$ cat config.mk
export PLATFORM = sky130hd
export DESIGN_NAME = ysyx_25040129_wbq
export DESIGN_NICKNAME = d
export VERILOG_FILES = /design/src/rtl/ysyx_25040129_wbq.sv
export SDC_FILE = /design/constraint.sdc
export NUM_CORES = 1
export LEC_CHECK = 0
export ABC_AREA = 1
export CORE_AREA = 5 5 214 216
export DETAILED_ROUTE_END_ITERATION = 6
export DIE_AREA = 0 0 219 221
export MAX_ROUTING_LAYER = met4
export PLACE_DENSITY = 0.59
export SYNTH_ARGS = -nofsm -noshare
export SYNTH_HDL_FRONTEND = slang
export SYNTH_SLANG_ARGS = --single-unit
export TNS_END_PERCENT = 30
$ cat constraint.sdc
create_clock -name clock -period 3.2 [get_ports clock]
set_clock_uncertainty 0.2 [all_clocks]
set_input_delay 0.32 -clock clock [delete_from_list [all_inputs] [get_ports clock]]
set_output_delay 0.32 -clock clock [all_outputs]
set_load 0.02 [all_outputs]
$ cat src/rtl/ysyx_25040129_wbq.sv
// ---------------------------------------------------------------------------
// ysyx_25040129_wbq -- write-back queue between the LSU and the GPR/CSR write
// ports. It buffers up to DEPTH completed results (valid/ready on the LSU
// side) and retires them in order, one per cycle, whenever wb_stall is low.
// It also exports a mask of GPRs that queued entries will write, for hazard
// detection, and a count of retired entries.
//
// Optional feature: define WBQ_BYPASS_EN to let a result arriving at an empty,
// unstalled queue go straight to the write ports in the same cycle.
//
// Ports
//   clock, reset_n        rising-edge clock, asynchronous active-low reset
//   in_valid / in_ready   LSU handshake; enqueue on in_valid && in_ready
//   in_rd, in_result      destination GPR and value to write
//   in_csr_addr           destination CSR
//   in_csr_write          entry writes the CSR
//   in_reg_write          entry writes the GPR
//   wb_stall              1 = do not retire this cycle
//   reg_write_out, rd_out GPR write strobe and index
//   result_out            write data (GPR and CSR)
//   csr_write_out         CSR write strobe
//   csr_addr_out          CSR address
//   pending_mask          bit r set: a queued entry will write GPR r
//   count                 occupied entries
//   retire_cnt            entries retired since reset (wraps)
// ---------------------------------------------------------------------------
module ysyx_25040129_wbq #(
    parameter int REGS_DIG = 5,
    parameter int CSR_DIG  = 12,
    parameter int DATA_W   = 32,
    parameter int DEPTH    = 4
) (
    input  logic                      clock,
    input  logic                      reset_n,
    input  logic                      in_valid,
    output logic                      in_ready,
    input  logic [REGS_DIG-1:0]       in_rd,
    input  logic [DATA_W-1:0]         in_result,
    input  logic [CSR_DIG-1:0]        in_csr_addr,
    input  logic                      in_csr_write,
    input  logic                      in_reg_write,
    input  logic                      wb_stall,
    output logic                      reg_write_out,
    output logic [REGS_DIG-1:0]       rd_out,
    output logic [DATA_W-1:0]         result_out,
    output logic                      csr_write_out,
    output logic [CSR_DIG-1:0]        csr_addr_out,
    output logic [2**REGS_DIG-1:0]    pending_mask,
    output logic [$clog2(DEPTH):0]    count,
    output logic [31:0]               retire_cnt
);

    localparam int PW = $clog2(DEPTH);
    localparam int CW = PW + 1;

    // Entry storage
    logic [REGS_DIG-1:0] rd_q       [DEPTH];
    logic [DATA_W-1:0]   res_q      [DEPTH];
    logic [CSR_DIG-1:0]  csr_addr_q [DEPTH];
    logic                csr_wr_q   [DEPTH];
    logic                reg_wr_q   [DEPTH];
    logic                valid_q    [DEPTH];

    logic [PW-1:0] wr_ptr_q, rd_ptr_q;
    logic [CW-1:0] count_q, count_d;
    logic [31:0]   retire_cnt_q, retire_cnt_d;

    logic full;
    logic drain;
    logic bypass;
    logic push;

    assign full  = (count_q == CW'(DEPTH));
    assign drain = (count_q != '0) && !wb_stall;

    // Ready may depend combinationally on wb_stall: a full queue that drains
    // this cycle can take a new entry at the same edge.
    assign in_ready = !full || drain;

`ifdef WBQ_BYPASS_EN
    // Gated by reset_n so no write strobe escapes while reset is asserted.
    assign bypass = reset_n && (count_q == '0) && in_valid && !wb_stall;
`else
    assign bypass = 1'b0;
`endif

    // A bypassed entry is consumed directly and never stored.
    assign push = in_valid && in_ready && !bypass;

    always_comb begin
        count_d = count_q;
        if (push && !drain) begin
            count_d = count_q + CW'(1);
        end else if (!push && drain) begin
            count_d = count_q - CW'(1);
        end
    end

    assign retire_cnt_d = retire_cnt_q + {31'd0, (drain || bypass)};

    always_ff @(posedge clock or negedge reset_n) begin
        if (!reset_n) begin
            wr_ptr_q     <= '0;
            rd_ptr_q     <= '0;
            count_q      <= '0;
            retire_cnt_q <= '0;
            for (int unsigned i = 0; i < DEPTH; i++) begin
                rd_q[i]       <= '0;
                res_q[i]      <= '0;
                csr_addr_q[i] <= '0;
                csr_wr_q[i]   <= 1'b0;
                reg_wr_q[i]   <= 1'b0;
                valid_q[i]    <= 1'b0;
            end
        end else begin
            if (drain) begin
                valid_q[rd_ptr_q] <= 1'b0;
                rd_ptr_q          <= rd_ptr_q + PW'(1);
            end
            // Placed after the drain clear: when full, wr_ptr == rd_ptr and
            // the incoming entry must win the valid bit.
            if (push) begin
                valid_q[wr_ptr_q]    <= 1'b1;
                rd_q[wr_ptr_q]       <= in_rd;
                res_q[wr_ptr_q]      <= in_result;
                csr_addr_q[wr_ptr_q] <= in_csr_addr;
                csr_wr_q[wr_ptr_q]   <= in_csr_write;
                reg_wr_q[wr_ptr_q]   <= in_reg_write;
                wr_ptr_q             <= wr_ptr_q + PW'(1);
            end
            count_q      <= count_d;
            retire_cnt_q <= retire_cnt_d;
        end
    end

    // Head (or bypassed input) drives the write ports. x0 never gets a GPR
    // strobe, but its CSR side effect still goes out.
    always_comb begin
        rd_out        = rd_q[rd_ptr_q];
        result_out    = res_q[rd_ptr_q];
        csr_addr_out  = csr_addr_q[rd_ptr_q];
        reg_write_out = drain && reg_wr_q[rd_ptr_q] && (rd_q[rd_ptr_q] != '0);
        csr_write_out = drain && csr_wr_q[rd_ptr_q];
        if (bypass) begin
            rd_out        = in_rd;
            result_out    = in_result;
            csr_addr_out  = in_csr_addr;
            reg_write_out = in_reg_write && (in_rd != '0);
            csr_write_out = in_csr_write;
        end
    end

    always_comb begin
        pending_mask = '0;
        for (int unsigned i = 0; i < DEPTH; i++) begin
            if (valid_q[i] && reg_wr_q[i] && (rd_q[i] != '0)) begin
                pending_mask[rd_q[i]] = 1'b1;
            end
        end
    end

    assign count      = count_q;
    assign retire_cnt = retire_cnt_q;

endmodule
Word-level counts from Yosys, hierarchy flattened
Index checks and enable logic that the tools add are counted.
{"block": "word_totals", "regBits": 247, "inputBits": 55, "out_inout_bits": 119}
{"block": "classes", "eq_ne": 1, "n_reduce_logical": 33, "addsub": 5, "order_cmp": 12, "n_bitwise": 8, "n_mux": 46}
{"cell": "two-way mux 32 bit", "count": 7}
{"cell": "bitwise mux 128 bit", "count": 1}
{"cell": "OR 32 bit", "count": 3}
{"cell": "binary-select mux 32 bit (select 2 bit)", "count": 1}
{"cell": "demux 32 bit (select 2 bit)", "count": 1}
{"cell": "bitwise mux 48 bit", "count": 1}
{"cell": "two-way mux 12 bit", "count": 3}
{"cell": "adder 32 x 1 -> 32 bit", "count": 1}
{"cell": "nonzero test 5 bit", "count": 5}
{"cell": "binary-select mux 12 bit (select 2 bit)", "count": 1}
{"cell": "demux 12 bit (select 2 bit)", "count": 1}
{"cell": "< comparator 5 x 6 -> 1 bit (second input constant)", "count": 4}
{"cell": "logical AND 1 bit", "count": 21}
{"cell": "bitwise mux 20 bit", "count": 1}
{"cell": "demux 1 bit (select 5 bit)", "count": 4}
{"cell": "greater-or-equal comparator 5 x 1 -> 1 bit (second input constant)", "count": 4}
{"cell": "two-way mux 5 bit", "count": 3}
{"cell": "binary-select mux 5 bit (select 2 bit)", "count": 1}
{"cell": "demux 5 bit (select 2 bit)", "count": 1}
{"cell": "two-way mux 1 bit", "count": 10}
{"cell": "bitwise mux 4 bit", "count": 2}
{"cell": "two-way mux 4 bit", "count": 2}
{"cell": "greater-or-equal comparator 3 bit (second input constant)", "count": 2}
{"cell": "< comparator 3 x 1 -> 1 bit (second input constant)", "count": 2}
{"cell": "other kinds (15)", "count": 23}

Depth between registers and ports, before layout
{"block": "depth", "word_depth": 11, "mapped_depth": 13, "depth_no_buf": 13}

Worst setup path before layout
OpenSTA, ideal clock, no wires.
{"block": "synth_timing", "kind": "reg2reg", "startpoint": "reg count_q[0], in the netlist count[0]", "endpoint": "reg retire_cnt_q[18], in the netlist retire_cnt[18]", "setup_ps": 117, "path_buffers": 0, "arrival_ps": 2011, "required_ps": 2883, "stages_incl_launch_ff": 14, "slack_ps": 872, "cell_sequence": "dfrtp_1 > nor2_2 > nand2_1 > nand2_1 > clkinv_1 > ha_1 > ha_1 > nand3_2 > nor2_1 > nand3_2 > inv_1 > nand2_1 > nand2_1 > nand2_1"}
{"block": "synth_between", "elab_chain_len": 3}
{"element": "start, declared", "line_no": "65", "rtl": "logic [CW-1:0] count_q, count_d;"}
{"element": "start signal, assigned", "line_no": "131", "rtl": "count_q <= count_d;"}
{"element": "nonzero test 3 bit", "line_no": "74", "rtl": "assign drain = (count_q != '0) && !wb_stall;"}
{"element": "logical AND 1 bit", "line_no": "74"}
{"element": "adder 32 x 1 -> 32 bit", "line_no": "99", "rtl": "assign retire_cnt_d = retire_cnt_q + {31'd0, (drain || bypass)};"}
{"element": "net retire_cnt_d[18]", "line_no": "66", "rtl": "logic [31:0] retire_cnt_q, retire_cnt_d;"}
{"element": "end signal, assigned", "line_no": "132", "rtl": "retire_cnt_q <= retire_cnt_d;"}
{"element": "end, declared", "line_no": "66"}
The timed path passes the listed nets, and every way through them passes these cells.
A chain may end at the register's enable or synchronous reset.

Worst setup path in the final report
{"block": "layout_timing", "startpoint": "reg rd_ptr_q[0]", "endpoint": "out csr_addr_out[2]"}
{"block": "layout_between", "elab_chain_len": 4}
{"element": "start, declared", "line_no": "64", "rtl": "logic [PW-1:0] wr_ptr_q, rd_ptr_q;"}
{"element": "start signal, assigned", "line_no": "118", "rtl": "rd_ptr_q <= rd_ptr_q + PW'(1);"}
{"element": "NOT 2 -> 3 bit (not written as such)", "line_no": "141", "rtl": "csr_addr_out = csr_addr_q[rd_ptr_q];"}
{"element": "binary-select mux 12 bit (select 2 bit)", "line_no": "141"}
{"element": "two-way mux 12 bit (not written as such) (2 in a row)", "line_no": "141"}
{"element": "end, declared", "line_no": "47", "rtl": "output logic [CSR_DIG-1:0] csr_addr_out,"}
No other way between the ends. The select of a mux whose other input is x is not followed.

==> metrics.cfg <==
[status]
run_status=complete, no violations

[drt]
vias=11400
wl_per_cell_um=16.8
dr.first_iter.drc_count=886
vias_per_cell=4.82
wl_met3_um=2370
ant_nets=0
top_layer=met4
drt-pass1-iter-count=5
drt-met1-wl_um=18100
route.met2.wl_um=18400
wirelength_um=39600
route.detailed.drc=0

[global_route]
grt_usage_pct=16.5
grt_max_degree=104
grt_pass1_vias=11100
grt_pass1_wl_um=63400
grt_antenna_before_repair=1
grt_overflow=0

[finish]
stdcell_count=2357
drive_above_1_share_pct=9.58
syn2layout_area_growth_pct=25.0
nNetsFinal=1811
finalInstanceArea_sq_um=16100

[synthesis]
yosysTopAreaCell=dfrtp_1
ys_warn_count=0
syn_inst=1602
ys.flop_type=dfrtp_1
ys_async_sr_fraction_pct=100
synth_top_area_share_pct=47.9
synth_cell_type_count=38
synth-seq-cells=247
ys_seq_area_share_pct=47.9
synth_edf_count=0
syn_area_sq_um=12900
synth.avg_cell_area_sq_um=8.06
synth_nets=1669
synth_area_leaders=dfrtp_1 (48%), nand2_1 (12%), o21ai_0 (7.8%), nor2_1 (5.2%), o21ai_2 (4.2%)

[worst_setup_path]
worstPathMaxFanout=36
r2r-end=retire_cnt[18]
r2r_slack_ps=770
cp-start-kind=flop
end_kind=output port
crit_arrival_ps=2600
crit_chain=clkinv_4 -> buf_12 -> o21ai_0 -> o22ai_1 -> clkdlybuf4s50_1
critical_path.max_stage_delay_ps=660
crit_buf_inv=3
ff2ff_path_depth=13
crit_type=flop to output port
slowest_stage=clkdlybuf4s50_1
rr_startpoint=count[0]
cp_data_required_time_ps=2680
crit_family=buffers and inverters

[clock_network]
cts_tree=yes
clkSinkCount=247
cts_inserted_buffers=29
htreeDepth=1
clk_latency_ps=550
clk_path_buf_depth=3
root_buffer=clkbuf_16
clk_pin_slew_ps=60

[floorplan]
fp.dieArea_sq_um=48400
fp.dieW_um=219
io_pins=174
core_area_sq_um=43700
die_y_um=221
num_rows=77
initial_core_util_pct=29.5

[timing]
fin_crit_ps=3120
relSlewSlack_pct=62.3
post-route-period-util_pct=97.4
holdWs_ps=89.3
tns_ps=0
setup_viol=0
max_freq_ghz=0.321
drv_slew=0
worst_slew_pin_slew_ps=561
rsz0062_at_grt=no
finalHoldViolations=0

[placement]
port_buffers=172
dp.cells=2304
placed_area_sq_um=15100
routabilityCongestion=0.949
place_hpwl_um=26900

[flow_run]
maxCapViolations=0

[min_path]
hold_path_class=primary input to asynchronous set/reset pin

[power]
ir_worst_vdd_mv=0.644
p_leak_uw=0.00759
power_density_nw_per_um2=1020

## where the power goes
| group | internal (uW) | switching (uW) |
|---|---|---|
| clock network | 2030 | 1320 |
| logic | 2960 | 4810 |
| registers | 4430 | 954 |
| total | 9430 | 7090 |
## synth_stat cells (12+ instances only)
| cell | n |
|---|---|
| nand2_1 | 414 |
| nor2_1 | 180 |
| dfrtp_1 | 247 |
| inv_1 | 119 |
| buf_6 | 28 |
| nand3_1 | 58 |
| o21ai_0 | 200 |
| o21ai_1 | 40 |
| o22ai_1 | 47 |
| buf_2 | 26 |
| o21ai_2 | 62 |
| nand4_1 | 38 |
| clkbuf_1 | 20 |
| nor3_1 | 14 |
| nand3b_1 | 14 |
| xor2_1 | 13 |
| a21oi_1 | 12 |
## routing by layer
metal / vias to the layer above / track usage [%]
met5: - / -
met4: 0 / 3.91
met3: 53 / 2.35
met2: 353 / 25.5
met1: 5403 / 23.0
li1: 5545 / -
## worst max path at each step
stage,from,cells after the start,endpoint,slack (ps)
after detailed placement,wb_stall,13,retire_cnt[18],520
after floorplan,count[0],13,retire_cnt[18],870
after global routing,rd_ptr_q[0],5,csr_addr_out[8],0.8
after CTS,rd_ptr_q[0],5,result_out[21],7
final,rd_ptr_q[0],5,csr_addr_out[2],80
after global placement,rd_q[8],5,pending_mask[13],550
## through the flow
step                      total power (uW)  utilization [%]  setup WS [ps]
after floorplan                      10200                -            872
after global placement               13200             34.4            546
after detailed placement             13300             34.4            517
after CTS                            16700             36.7           7.10
after global routing                 17700             36.9          0.808
final                                16500             36.9           81.9
## final cells by class
| cell class | count | area [sq um] |
|---|---|---|
| Sequential cell | 247 | 6190 |
| Fill cell | 4611 | 27600 |
| Antenna cell | 1 | 2.50 |
| Tap cell | 592 | 741 |
| Clock buffer | 37 | 816 |
| Timing Repair Buffer | 202 | 2140 |
| Clock inverter | 14 | 158 |
| Inverter | 127 | 487 |
| Multi-Input combinational cell | 1137 | 5600 |
## cell families (layout without fill, tap and decap cells)
| group | Yosys count | in the layout | share of synthesized area [%] |
|---|---|---|---|
| other cells | 1 | 2 | 0.0290 |
| flops | 247 | 247 | 47.9 |
| compound gates | 370 | 370 | 16.8 |
| fa+ha+maj | 12 | 12 | 1.22 |
| buf+inv | 218 | 380 | 8.87 |
| mux | 1 | 1 | 0.0872 |
| xor+xnor | 19 | 19 | 1.29 |
| simple gates | 734 | 734 | 23.8 |
## sequential cells by signal, indices dropped and copies added (netlist names)
signal and flops:
res_q 128, csr_addr_q 48, retire_cnt 32, rd_q 20, csr_wr_q 4, reg_wr_q 4, valid_q 4, count 3
rd_ptr_q 2, wr_ptr_q 2
## what timing repair did
| action | in CTS | in global routing |
|---|---|---|
| resized for setup | 2 | 31 |
| hold buffers | 1 | 0 |
| endpoints found under the setup margin | 25 | 37 |
| pin swaps | 0 | 0 |
| endpoints found under the hold margin | 118 | 0 |
| buffers inserted | 0 | 0 |
## layout by cell type (no fill, tap or decap), types with 2 or more instances in the layout
| cell type | instances |
|---|---|
| dfrtp_1 | 241 |
| nor2_2 | 3 |
| nor3_2 | 4 |
| nand3b_1 | 14 |
| clkinv_2 | 7 |
| o21ai_2 | 62 |
| clkdlybuf4s50_1 | 146 |
| and3_1 | 2 |
| o21ai_1 | 40 |
| nor2_1 | 180 |
| inv_1 | 119 |
| xnor2_1 | 6 |
| nand2_1 | 414 |
| nand2_4 | 5 |
| clkinv_4 | 2 |
| clkbuf_16 | 29 |
| xor2_1 | 13 |
| a22oi_1 | 2 |
| a21oi_1 | 12 |
| ha_1 | 11 |
| nand3_2 | 4 |
| inv_2 | 2 |
| o22ai_1 | 47 |
| clkinvlp_4 | 2 |
| o21ai_0 | 200 |
| inv_6 | 2 |
| clkinv_1 | 4 |
| bufinv_16 | 3 |
| buf_12 | 10 |
| nor3_1 | 11 |
| clkbuf_8 | 6 |
| dfrtp_2 | 5 |
| nand3_1 | 58 |
| dlymetal6s2s_1 | 25 |
| o2111ai_1 | 6 |
| clkbuf_1 | 2 |
| buf_4 | 19 |
| nand4_1 | 38 |
Note: power is estimated with default switching activity, not from simulation.
